**src/rtl/lmac_txfifo_rd.sv**
```systemverilog
// lmac_txfifo_rd: read side of the LMAC TX packet-data FIFO.
// Paces buffer reads to the line rate, feeds a 2-entry output queue
// and hands 64-bit words to the MAC over a valid/ready handshake.
// Ports: clk/RESETN; MODE_* rate select; TXFIFO_WR_STROBE in;
// TXFIFO_BUFF_raddr/ren/rdata buffer port; TXFIFO_BUFF_RD_PTR,
// TXFIFO_RD_POP, TXFIFO_RUSED_QWD status; TXFIFO_RD_OUTPUT/EN/READY
// MAC handshake; TXFIFO_RD_EMPTY.
// Option LMAC_TXFIFO_RD_STATS_EN adds TXFIFO_RD_WORDS, TXFIFO_RD_OVF.
module lmac_txfifo_rd #(
  parameter int DEPTH = 16,
  parameter int PTR_W = 5,
  parameter int DW    = 64,
  parameter int CNT_W = 13
) (
  input  logic                       clk,
  input  logic                       RESETN,
  input  logic                       MODE_10G,
  input  logic                       MODE_5G,
  input  logic                       MODE_2P5G,
  input  logic                       MODE_1G,
  input  logic                       TXFIFO_WR_STROBE,
  output logic [$clog2(DEPTH)-1:0]   TXFIFO_BUFF_raddr,
  output logic                       TXFIFO_BUFF_ren,
  input  logic [DW-1:0]              TXFIFO_BUFF_rdata,
  output logic [PTR_W-1:0]           TXFIFO_BUFF_RD_PTR,
  output logic                       TXFIFO_RD_POP,
  output logic [CNT_W-1:0]           TXFIFO_RUSED_QWD,
  output logic [DW-1:0]              TXFIFO_RD_OUTPUT,
  output logic                       TXFIFO_RD_EN,
  input  logic                       TXFIFO_RD_READY,
`ifdef LMAC_TXFIFO_RD_STATS_EN
  output logic [31:0]                TXFIFO_RD_WORDS,
  output logic                       TXFIFO_RD_OVF,
`endif
  output logic                       TXFIFO_RD_EMPTY
);

  localparam int AW = $clog2(DEPTH);
  localparam int UW = $clog2(DEPTH + 1);

  typedef enum logic [2:0] {
    M_NONE, M_10G, M_5G, M_2P5G, M_1G
  } mode_e;

  mode_e          mode;
  mode_e          mode_q;
  logic [3:0]     last;
  logic [3:0]     pace_q;
  logic [3:0]     pace_cur;
  logic [3:0]     pace_d;
  logic           tick;

  logic [UW-1:0]  u_q;
  logic [UW-1:0]  u_d;
  logic [AW-1:0]  ptr_q;
  logic           fly_q;
  logic [1:0]     qcnt_q;
  logic [1:0]     qcnt_d;
  logic [DW-1:0]  q0_q;
  logic [DW-1:0]  q1_q;
  logic [DW-1:0]  q0_d;
  logic [DW-1:0]  q1_d;
  logic [2:0]     occ;
  logic           pop_out;
  logic           ren;
  logic           wr_ok;
  logic           full;
  logic           empty_q;

  always_comb begin
    mode = M_NONE;
    last = 4'd0;
    priority case (1'b1)
      MODE_10G:  begin mode = M_10G;  last = 4'd0; end
      MODE_5G:   begin mode = M_5G;   last = 4'd1; end
      MODE_2P5G: begin mode = M_2P5G; last = 4'd3; end
      MODE_1G:   begin mode = M_1G;   last = 4'd9; end
      default:   begin mode = M_NONE; last = 4'd0; end
    endcase
  end

  // A mode change restarts the pace count in the same cycle.
  assign pace_cur = (mode != mode_q) ? 4'd0 : pace_q;
  assign tick     = (mode != M_NONE) && (pace_cur == 4'd0);
  assign pace_d   = (mode == M_NONE || pace_cur == last) ?
                    4'd0 : pace_cur + 4'd1;

  assign full    = (u_q == UW'(DEPTH));
  assign pop_out = (qcnt_q != 2'd0) && TXFIFO_RD_READY;
  // Queue slots that will be taken once in-flight data lands.
  assign occ     = {1'b0, qcnt_q} + {2'b0, fly_q} - {2'b0, pop_out};
  assign ren     = (u_q != '0) && tick && (occ < 3'd2);
  assign wr_ok   = TXFIFO_WR_STROBE && (!full || ren);
  assign u_d     = u_q + UW'(wr_ok) - UW'(ren);

  // q1 is kept zero below two entries, q0 zero when empty,
  // so the head word returns to 0 once the queue drains.
  always_comb begin
    q0_d   = q0_q;
    q1_d   = q1_q;
    qcnt_d = qcnt_q;
    if (fly_q && pop_out) begin
      if (qcnt_q == 2'd2) begin
        q0_d = q1_q;
        q1_d = TXFIFO_BUFF_rdata;
      end else begin
        q0_d = TXFIFO_BUFF_rdata;
      end
    end else if (fly_q) begin
      if (qcnt_q == 2'd0) q0_d = TXFIFO_BUFF_rdata;
      else                q1_d = TXFIFO_BUFF_rdata;
      qcnt_d = qcnt_q + 2'd1;
    end else if (pop_out) begin
      q0_d   = q1_q;
      q1_d   = '0;
      qcnt_d = qcnt_q - 2'd1;
    end
  end

  always_ff @(posedge clk or negedge RESETN) begin
    if (!RESETN) begin
      mode_q  <= M_NONE;
      pace_q  <= 4'd0;
      u_q     <= '0;
      ptr_q   <= '0;
      fly_q   <= 1'b0;
      qcnt_q  <= 2'd0;
      q0_q    <= '0;
      q1_q    <= '0;
      empty_q <= 1'b1;
    end else begin
      mode_q  <= mode;
      pace_q  <= pace_d;
      u_q     <= u_d;
      if (ren) ptr_q <= ptr_q + 1'b1;
      fly_q   <= ren;
      qcnt_q  <= qcnt_d;
      q0_q    <= q0_d;
      q1_q    <= q1_d;
      empty_q <= (u_d == '0) && !ren && (qcnt_d == 2'd0);
    end
  end

`ifdef LMAC_TXFIFO_RD_STATS_EN
  logic [31:0] words_q;
  logic        ovf_q;

  always_ff @(posedge clk or negedge RESETN) begin
    if (!RESETN) begin
      words_q <= '0;
      ovf_q   <= 1'b0;
    end else begin
      if (pop_out && words_q != 32'hFFFF_FFFF)
        words_q <= words_q + 32'd1;
      if (TXFIFO_WR_STROBE && full && !ren)
        ovf_q <= 1'b1;
    end
  end

  assign TXFIFO_RD_WORDS = words_q;
  assign TXFIFO_RD_OVF   = ovf_q;
`endif

  assign TXFIFO_BUFF_raddr  = ptr_q;
  assign TXFIFO_BUFF_ren    = ren;
  assign TXFIFO_RD_POP      = ren;
  assign TXFIFO_BUFF_RD_PTR = PTR_W'(ptr_q);
  assign TXFIFO_RUSED_QWD   = CNT_W'(u_q);
  assign TXFIFO_RD_OUTPUT   = q0_q;
  assign TXFIFO_RD_EN       = (qcnt_q != 2'd0);
  assign TXFIFO_RD_EMPTY    = empty_q;

endmodule
```
**config.mk**
```make
export PLATFORM = sky130hd
export DESIGN_NAME = lmac_txfifo_rd
export DESIGN_NICKNAME = d
export VERILOG_FILES = /design/src/rtl/lmac_txfifo_rd.sv
export SDC_FILE = /design/constraint.sdc
export NUM_CORES = 1
export LEC_CHECK = 0
export ABC_AREA = 0
export CAP_MARGIN = 30
export CORE_ASPECT_RATIO = 1.25
export CORE_MARGIN = 4
export CORE_UTILIZATION = 52
export CTS_BUF_LIST = sky130_fd_sc_hd__clkbuf_8 sky130_fd_sc_hd__clkbuf_16
export DETAILED_ROUTE_END_ITERATION = 16
export HOLD_SLACK_MARGIN = 0.15
export PLACE_DENSITY = 0.91
export SYNTH_ARGS = -nofsm -noshare
export SYNTH_HDL_FRONTEND = slang
export SYNTH_SLANG_ARGS = --single-unit
```
**constraint.sdc**
```tcl
create_clock -name clk -period 12.3 [get_ports clk]
set_input_delay 2.46 -clock clk [delete_from_list [all_inputs] [get_ports clk]]
set_output_delay 2.46 -clock clk [all_outputs]
set_load 0.02 [all_outputs]
```
After elaboration in Yosys (flattened, before gate mapping)
Cells that the tools add are included.

cells by class
  $add $sub $neg = 8
  $lt $le $gt $ge = 1
  eq/ne operators = 7
  mux-type cells = 23
  reduce and logical (&&, ||, !) cells = 23

operators with widths
  kind                                                                     count
  64-bit 2-to-1 mux                                                        10
  4-bit 2-to-1 mux                                                         6
  3-bit 2-to-1 mux                                                         4
  4-bit by 1-bit adder with 4-bit output, second input constant            2
  1-bit logical AND                                                        8
  2-bit 2-to-1 mux                                                         3
  3-bit nonzero test                                                       2
  5-bit by 1-bit adder with 5-bit output                                   1
  5-bit equality test, second input constant                               1
  5-bit logical NOT                                                        1
  5-bit nonzero test                                                       1
  5-bit by 1-bit subtractor with 5-bit output                              1
  4-bit equality test                                                      1
  2-bit logical NOT                                                        2
  4-bit logical NOT                                                        1
  2-bit by 1-bit adder with 3-bit output                                   1
  3-bit logical NOT                                                        1
  3-bit by 2-bit < comparator with 1-bit output, second input constant     1
  3-bit by 1-bit inequality test with 1-bit output, second input constant  1
  3-bit inequality test                                                    1
  3-bit inequality test, second input constant                             1
  3-bit AND reduction                                                      1
  3-bit by 1-bit subtractor with 3-bit output                              1
  2-bit by 1-bit adder with 2-bit output, second input constant            1
  other kinds (7)                                                          9

storage, ports and cells
  bits in registers = 148
  bits of input ports = 72
  output and inout bits = 90

Longest topological paths before layout
Gate-level depths: netlist of the first run.

  depth in word-level cells = 17
  gate-level depth with buffers = 18

Worst setup path after synthesis of the first run
No wires, ideal clock.

  kind = input -> output
  start = in TXFIFO_RD_READY
  end = out TXFIFO_RD_POP
  data arrival time = 4,648 ps
  slack = 5,192 ps
  stages = 9
  path through = nor2b_1 -> ha_1 -> nand2b_1 -> fa_1 -> nand2_1 -> nor4_1 -> o21ai_4 -> inv_2 -> buf_4

on the way
  word-level cells in the longest chain between the ends = 4

ends and longest elaborated chain
  item                                           RTL line  source
  from (decl)                                    30        input logic TXFIFO_RD_READY,
  1-bit logical AND                              89        assign pop_out = (qcnt_q != 2'd0) && TXFIFO_RD_READY;
  3-bit by 1-bit subtractor with 3-bit output    91        assign occ = {1'b0, qcnt_q} + {2'b0, fly_q} - {2'b0, pop_out};
  3-bit by 2-bit < comparator with 1-bit output  92        assign ren = (u_q != '0) && tick && (occ < 3'd2);
  1-bit logical AND                              92
  to (decl)                                      26        output logic TXFIFO_RD_POP,

No other way between the ends.

Final worst setup path of the first run
  start = in TXFIFO_RD_READY
  end = out TXFIFO_BUFF_ren

on the way
  word-level cells in the longest chain between the ends = 4

ends and longest elaborated chain
  item                                           RTL line  source
  1-bit logical AND                              89
  3-bit by 1-bit subtractor with 3-bit output    91
  3-bit by 2-bit < comparator with 1-bit output  92
  1-bit logical AND                              92
  to (decl)                                      23        output logic TXFIFO_BUFF_ren,

No other way between the ends.

==> results of run 1 <==
## how the worst min path moves through the flow
stage / end / slack, ps
6_report: q1_q[48] / 470
5_1_grt: q1_q[12] / 490
4_1_cts: q1_q[58] / 480
3_5_place_dp: q1_q[58] / 470
3_3_place_gp: q1_q[9] / 460
2_1_floorplan: q1_q[0] / 440
## cells by family after synthesis
family	after synthesis	share of synthesized area, %
XOR/XNOR	10	1.151
buffers and inverters	163	8.784
multiplexers	5	0.7402
other	1	0.04930
adder cells (fa/ha/maj)	13	2.336
AO/OA/AOI/OAI	346	25.53
flip-flops	148	48.71
AND/OR/NAND/NOR	235	12.70
## layout make-up
class / instances / area share [%]
Clock buffer: 20 / 4.780
Clock inverter: 12 / 1.640
Inverter: 77 / 2.960
Multi-Input combinational cell: 618 / 33.55
Sequential cell: 148 / 37.99
Tap cell: 178 / 2.281
Timing Repair Buffer: 163 / 16.80
## stage by stage
step,hold WS [ps],cells,setup slack [ps],area [µm²],total power [mW]
floorplan,444.6,929,5192,7636,1.798
global placement,456.9,1182,3875,9081,2.260
detailed placement,465.6,1184,3768,9136,2.329
CTS,477.8,1216,3737,9763,2.895
global route,494.7,1216,3483,9763,3.090
finish,474.7,1216,3742,9763,2.888
## sequential cells by signal, indices dropped and copies added (netlist names)
name	count
TXFIFO_RD_EMPTY	1
mode_q	3
u_q	5
qcnt_q	2
TXFIFO_RD_OUTPUT	64
fly_q	1
TXFIFO_BUFF_raddr	4
pace_q	4
q1_q	64
## layout by cell type, fill, tap and decap left out, types with 5 or more instances in the layout
cell type,Yosys,final
nand2_1,199,199
o21ai_0,189,189
clkdlybuf4s50_1,0,150
dfrtp_1,147,146
inv_1,76,77
a31oi_1,65,65
o22ai_1,64,64
clkbuf_16,0,17
o21ai_1,10,10
ha_1,11,10
conb_1,1,9
buf_4,14,9
nor2_1,8,8
xor2_1,6,6
a21oi_1,6,6
nand2b_1,6,5
clkinv_2,0,5
## power groups by stage
stage | logic (mW) | clock network [mW] | registers [mW]
after floorplan | 0.801 | 0 | 0.997
after global placement | 1.38 | 0 | 0.882
after detailed placement | 1.44 | 0 | 0.893
after CTS | 1.45 | 0.557 | 0.889
after global routing | 1.59 | 0.578 | 0.919
final | 1.45 | 0.550 | 0.892
## metal layers
metal / routed length, µm / vias up / share of wire [%] / GRT usage [%]
met5: 0 / - / 0 / 0
met4: 629 / 0 / 3.1 / 11.12
met3: 1331 / 53 / 6.5 / 4.663
met2: 10350 / 342 / 51 / 42.62
met1: 8173 / 3431 / 40 / 30.78
li1: - / 3364 / - / -
## worst max-delay path: stages
cell	delay, ps
buf_2	80
buf_4	620
nor2b_1	350
ha_1	300
nand2b_1	160
fa_1	490
nand2_1	50
nor4_1	600
o21ai_4	170
inv_2	170
clkdlybuf4s50_1	630
==> flow_summary_export.csv, run 1 <==
group,metric,value,unit
run_status,status,"completed",
cts,clockRootBuffer,"clkbuf_16",
timing,rsz0062_at_grt,"no",
cts,cts_inserted_buffers,17,
global_route,grt_max_degree,96,
global_route,grtUsageTotal,25.01,%
yosys,ys_seq_area_share,48.71,%
flow_run,drv_cap,0,
cells_and_area,antenna_cells,0,
cells_and_area,final_core_util,68.05,%
power,p_int,1.672,mW
worst_setup_path,endpoint,"TXFIFO_BUFF_ren",
timing,slew_headroom,41.72,%
power,p_seq_share,30.9,%
yosys,ys_warn_count,0,
floorplanning,die_area,16640,µm²
floorplanning,num_rows,49,
yosys,synthCells,921,
worst_hold_path,holdCritStartpoint,"q1_q[48]",
placement,io_buffers,152,
power,switching_power,1.216,mW
drt,drc_errors,0,
power,ir_drop,0.2072,mV
global_route,antenna_found_initial,0,
floorplanning,initial_core_util,53.02,%
floorplanning,dieHeight,143.2,µm
worst_setup_path,critPathLaunchType,"input port",
yosys,ys_top_cells_by_count,"199 x nand2_1, 189 x o21ai_0, 147 x dfrtp_1",
drt,wire_per_inst,16.85,µm
yosys,synth_most_common_cell,"nand2_1",
cts,cts_sinks,148,
yosys,yosys_register_bits,148,
cts,cts_tree,"done",
yosys,synth_top_area_share,48.36,%
cts,htreeDepth,4,
global_route,grt_pass1_wl,33590,µm
floorplanning,ios,162,
worst_setup_path,end_kind,"primary output",
worst_setup_path,crit_type,"input port to primary output",
global_route,grt_pass1_vias,7085,
drt,route.vias.total,7190,
drt,drtIter0Drc,847,
yosys,synth_top_flop_cell,"dfrtp_1",
timing,skew,6.788,ps
yosys,synth_edf_count,0,
worst_setup_path,r2r_cells,17,
cts,post_cts_buffers,0,
yosys,synth_area_leaders,"dfrtp_1 48%, o21ai_0 12%, nand2_1 9.8%",
timing,finalHoldViolCount,0,
yosys,synth_cell_types,48,
placement,hpwl,12590,µm
cells_and_area,syn2layout_area_growth,28.36,%
cts,clk_latency,420,ps
worst_setup_path,crit_fanout,68,
timing,fin_crit,8558,ps
cells_and_area,nNetsFinal,1110,
yosys,synthArstFlopShare,100.0,%
drt,viasPerCell,5.913,
drt,drtPass1Iterations,5,
power,combPwrFrac,50.1,%
worst_setup_path,required,9840,ps
timing,clock.fmax,116.9,MHz
timing,drv_slew,0,
yosys,yosysTopAreaCell,"dfrtp_1",
worst_setup_path,r2r_start,"qcnt_q[1]",
cts,clk_pin_slew,60,ps
cts,cts-resized-gates,0,
power,swShare,42.11,%
timing,fin_crit_sh,69.58,%
placement,globalplace.congestion,0.8118,
timing,fin_setup_tns,0,ps
yosys,syn-cell-area,7606,µm²
cts,cts_hold_buf,0,
yosys,synth_area_per_cell,8.258,µm²
worst_hold_path,whs_path_depth,2,
cts,clock_path_buffers,2,
worst_setup_path,startpoint,"TXFIFO_RD_READY",
power,cellPowerDensity,295.9,nW/µm²
worst_hold_path,hp-class,"flip-flop to flip-flop",
cells_and_area,ff_latch_area,3709,µm²
cells_and_area,nFillCells,1098,
cells_and_area,multi_input_area,3276,µm²
timing,tightest_slew,874.1,ps
drt,ant_nets,0,
cells_and_area,drive_gt1_share,5.588,%
worst_setup_path,crit_arrival,6100,ps
floorplanning,fp.dieW,116.2,µm
timing,setup_violations,0,
power,leakage,4.177,nW
power,clock_power_share,19.0,%
global_route,grt-ovfl-total,0,
drt,drt-total-wl,20490,µm
worst_setup_path,r2r_end,"TXFIFO_RD_EMPTY",
worst_setup_path,worst-r2r-setup-slack,7850,ps
floorplanning,core_area,14350,µm²
Power figures use the tool's default switching activity.
==> run 2, diff against run 1 <==
Clock period 12.3 ns to 8.83 ns, I/O delays scaled along.
==> flow_summary_export.csv, run 2 (same netlist as run 1, synthesis figures left out) <==
group,metric,value,unit
power,cellPowerDensity,408.7,nW/µm²
worst_setup_path,r2r_cells,17,
floorplanning,dieHeight,143.2,µm
worst_setup_path,crit_buf_inv,3,
placement,detailed_place.area,9149,µm²
placement,hpwl,12420,µm
run_status,status,"completed",
worst_setup_path,cpPeakStageDelay,630,ps
worst_hold_path,hp-class,"flip-flop to flip-flop",
timing,drv_slew,0,
timing,rsz0062_at_grt,"no",
cells_and_area,drive_gt1_share,5.775,%
power,switching_power,1.713,mW
timing,fin_crit,6654,ps
cells_and_area,layout_commonest_cell,"nand2_1",
timing,fin_crit_sh,75.36,%
drt,drtIter0Drc,608,
cells_and_area,design_area,9769,µm²
power,ir_drop,0.2323,mV
worst_hold_path,holdCritStartpoint,"q1_q[5]",
timing,skew,16.32,ps
power,swShare,42.91,%
worst_setup_path,crit_type,"input port to primary output",
floorplanning,die_area,16640,µm²
floorplanning,num_rows,49,
drt,viasPerCell,5.842,
drt,drtPass1Iterations,7,
floorplanning,initial_core_util,53.02,%
worst_setup_path,cp.depth,11,
cells_and_area,antenna_cells,0,
power,combPwrFrac,51.3,%
drt,drc_errors,0,
cts,cts_hold_buf,0,
worst_setup_path,r2r_start,"qcnt_q[1]",
cts,clk_latency,420,ps
flow_run,drv_cap,0,
drt,wire_per_inst,16.59,µm
timing,slew_headroom,46.18,%
worst_setup_path,slowest_stage,"clkdlybuf4s50_1",
global_route,grt-ovfl-total,0,
timing,finalHoldViolCount,0,
floorplanning,core_area,14350,µm²
cts,clockRootBuffer,"clkbuf_16",
cts,post_cts_buffers,0,
global_route,grt_pass1_vias,6799,
cells_and_area,final_cell_mix,"199 x nand2_1, 189 x o21ai_0, 150 x clkdlybuf4s50_1",
cts,clk_pin_slew,60,ps
cells_and_area,final_core_util,68.10,%
timing,tightest_slew,807.3,ps
worst_setup_path,crit_arrival,4890,ps
global_route,antenna_found_initial,0,
worst_setup_path,required,7060,ps
cts,cts_inserted_buffers,17,
global_route,grtUsageTotal,24.57,%
global_route,grt_max_degree,76,
power,p_int,2.279,mW
power,clock_power_share,18.2,%
drt,ant_nets,0,
timing,whs,475.9,ps
cts,clock_path_buffers,2,
cts,cts-resized-gates,0,
worst_setup_path,critPathLaunchType,"input port",
power,total_power,3.993,mW
cells_and_area,nNetsFinal,1111,
floorplanning,fp.dieW,116.2,µm
drt,drt-total-wl,20190,µm
power,p_seq_share,30.5,%
worst_hold_path,hold_end,"q1_q[5]",
drt,route.vias.total,7110,
placement,io_buffers,152,
worst_hold_path,whs_path_depth,2,
placement,globalplace.congestion,0.8166,
worst_setup_path,worst-r2r-setup-slack,4470,ps
worst_setup_path,crit_family,"buffers and inverters",
cells_and_area,syn2layout_area_growth,28.44,%
timing,setup_violations,0,
worst_setup_path,r2r_end,"TXFIFO_RD_EMPTY",
worst_setup_path,end_kind,"primary output",
cts,htreeDepth,4,
cts,cts_tree,"done",
worst_setup_path,crit_fanout,8,
timing,fin_setup_tns,0,ps
timing,clock.fmax,150.3,MHz
power,leakage,4.153,nW
worst_setup_path,crit_path_cell_trace,"clkdlybuf4s50_1 > nor3_1 > o21ai_0 > a32oi_1 > nand2_1 > ha_1 > nand2_1 > nor4_1 > o21ai_4 > inv_2 > clkdlybuf4s50_1",
global_route,grt_pass1_wl,33110,µm
cts,cts_sinks,148,
floorplanning,ios,162,
run 2: worst max-delay path by stage:
| stage | from | endpoint |
|---|---|---|
| 6_report | MODE_5G | TXFIFO_BUFF_ren |
| 5_1_grt | MODE_5G | TXFIFO_RD_POP |
| 4_1_cts | MODE_5G | TXFIFO_BUFF_ren |
| 3_5_place_dp | MODE_5G | TXFIFO_BUFF_ren |
| 3_3_place_gp | MODE_5G | TXFIFO_BUFF_ren |
| 2_1_floorplan | TXFIFO_RD_READY | TXFIFO_RD_POP |
run 2: area by class of cell:
class	instances	area, µm²
multi-input cells	618	3276
repair buffers	164	1680
clock inverters	14	153.9
flip-flops and latches	148	3709
well taps	178	222.7
fillers	1118	4577
inverters	77	289.0
clock buffers	18	439.2
run 2: metal layers:
metal,track usage [%],vias up,share of wire (%)
li1,-,3367,-
met1,32.38,3384,41
met2,40.35,320,50
met3,3.985,39,6.2
met4,10.14,0,2.5
met5,0,-,0
run 2: tightest hold or removal path, stage by stage (launching register included):
cell	delay, ps
dfrtp_1	330
nand2_1	40
o21ai_0	60
run 2: power groups by stage:
stage	registers [mW]	clock network, mW	logic [mW]
after floorplan	1.39	0	1.12
after global placement	1.21	0	1.94
after detailed placement	1.22	0	2.04
after CTS	1.22	0.732	2.05
after global routing	1.26	0.765	2.26
final	1.22	0.725	2.05
run 2: through the flow:
step | std cells | setup WS (ps)
global placement | 1181 | 2298
global route | 1217 | 1891
finish | 1217 | 2176
detailed placement | 1184 | 2154
floorplan | 929 | 3110
CTS | 1216 | 2136
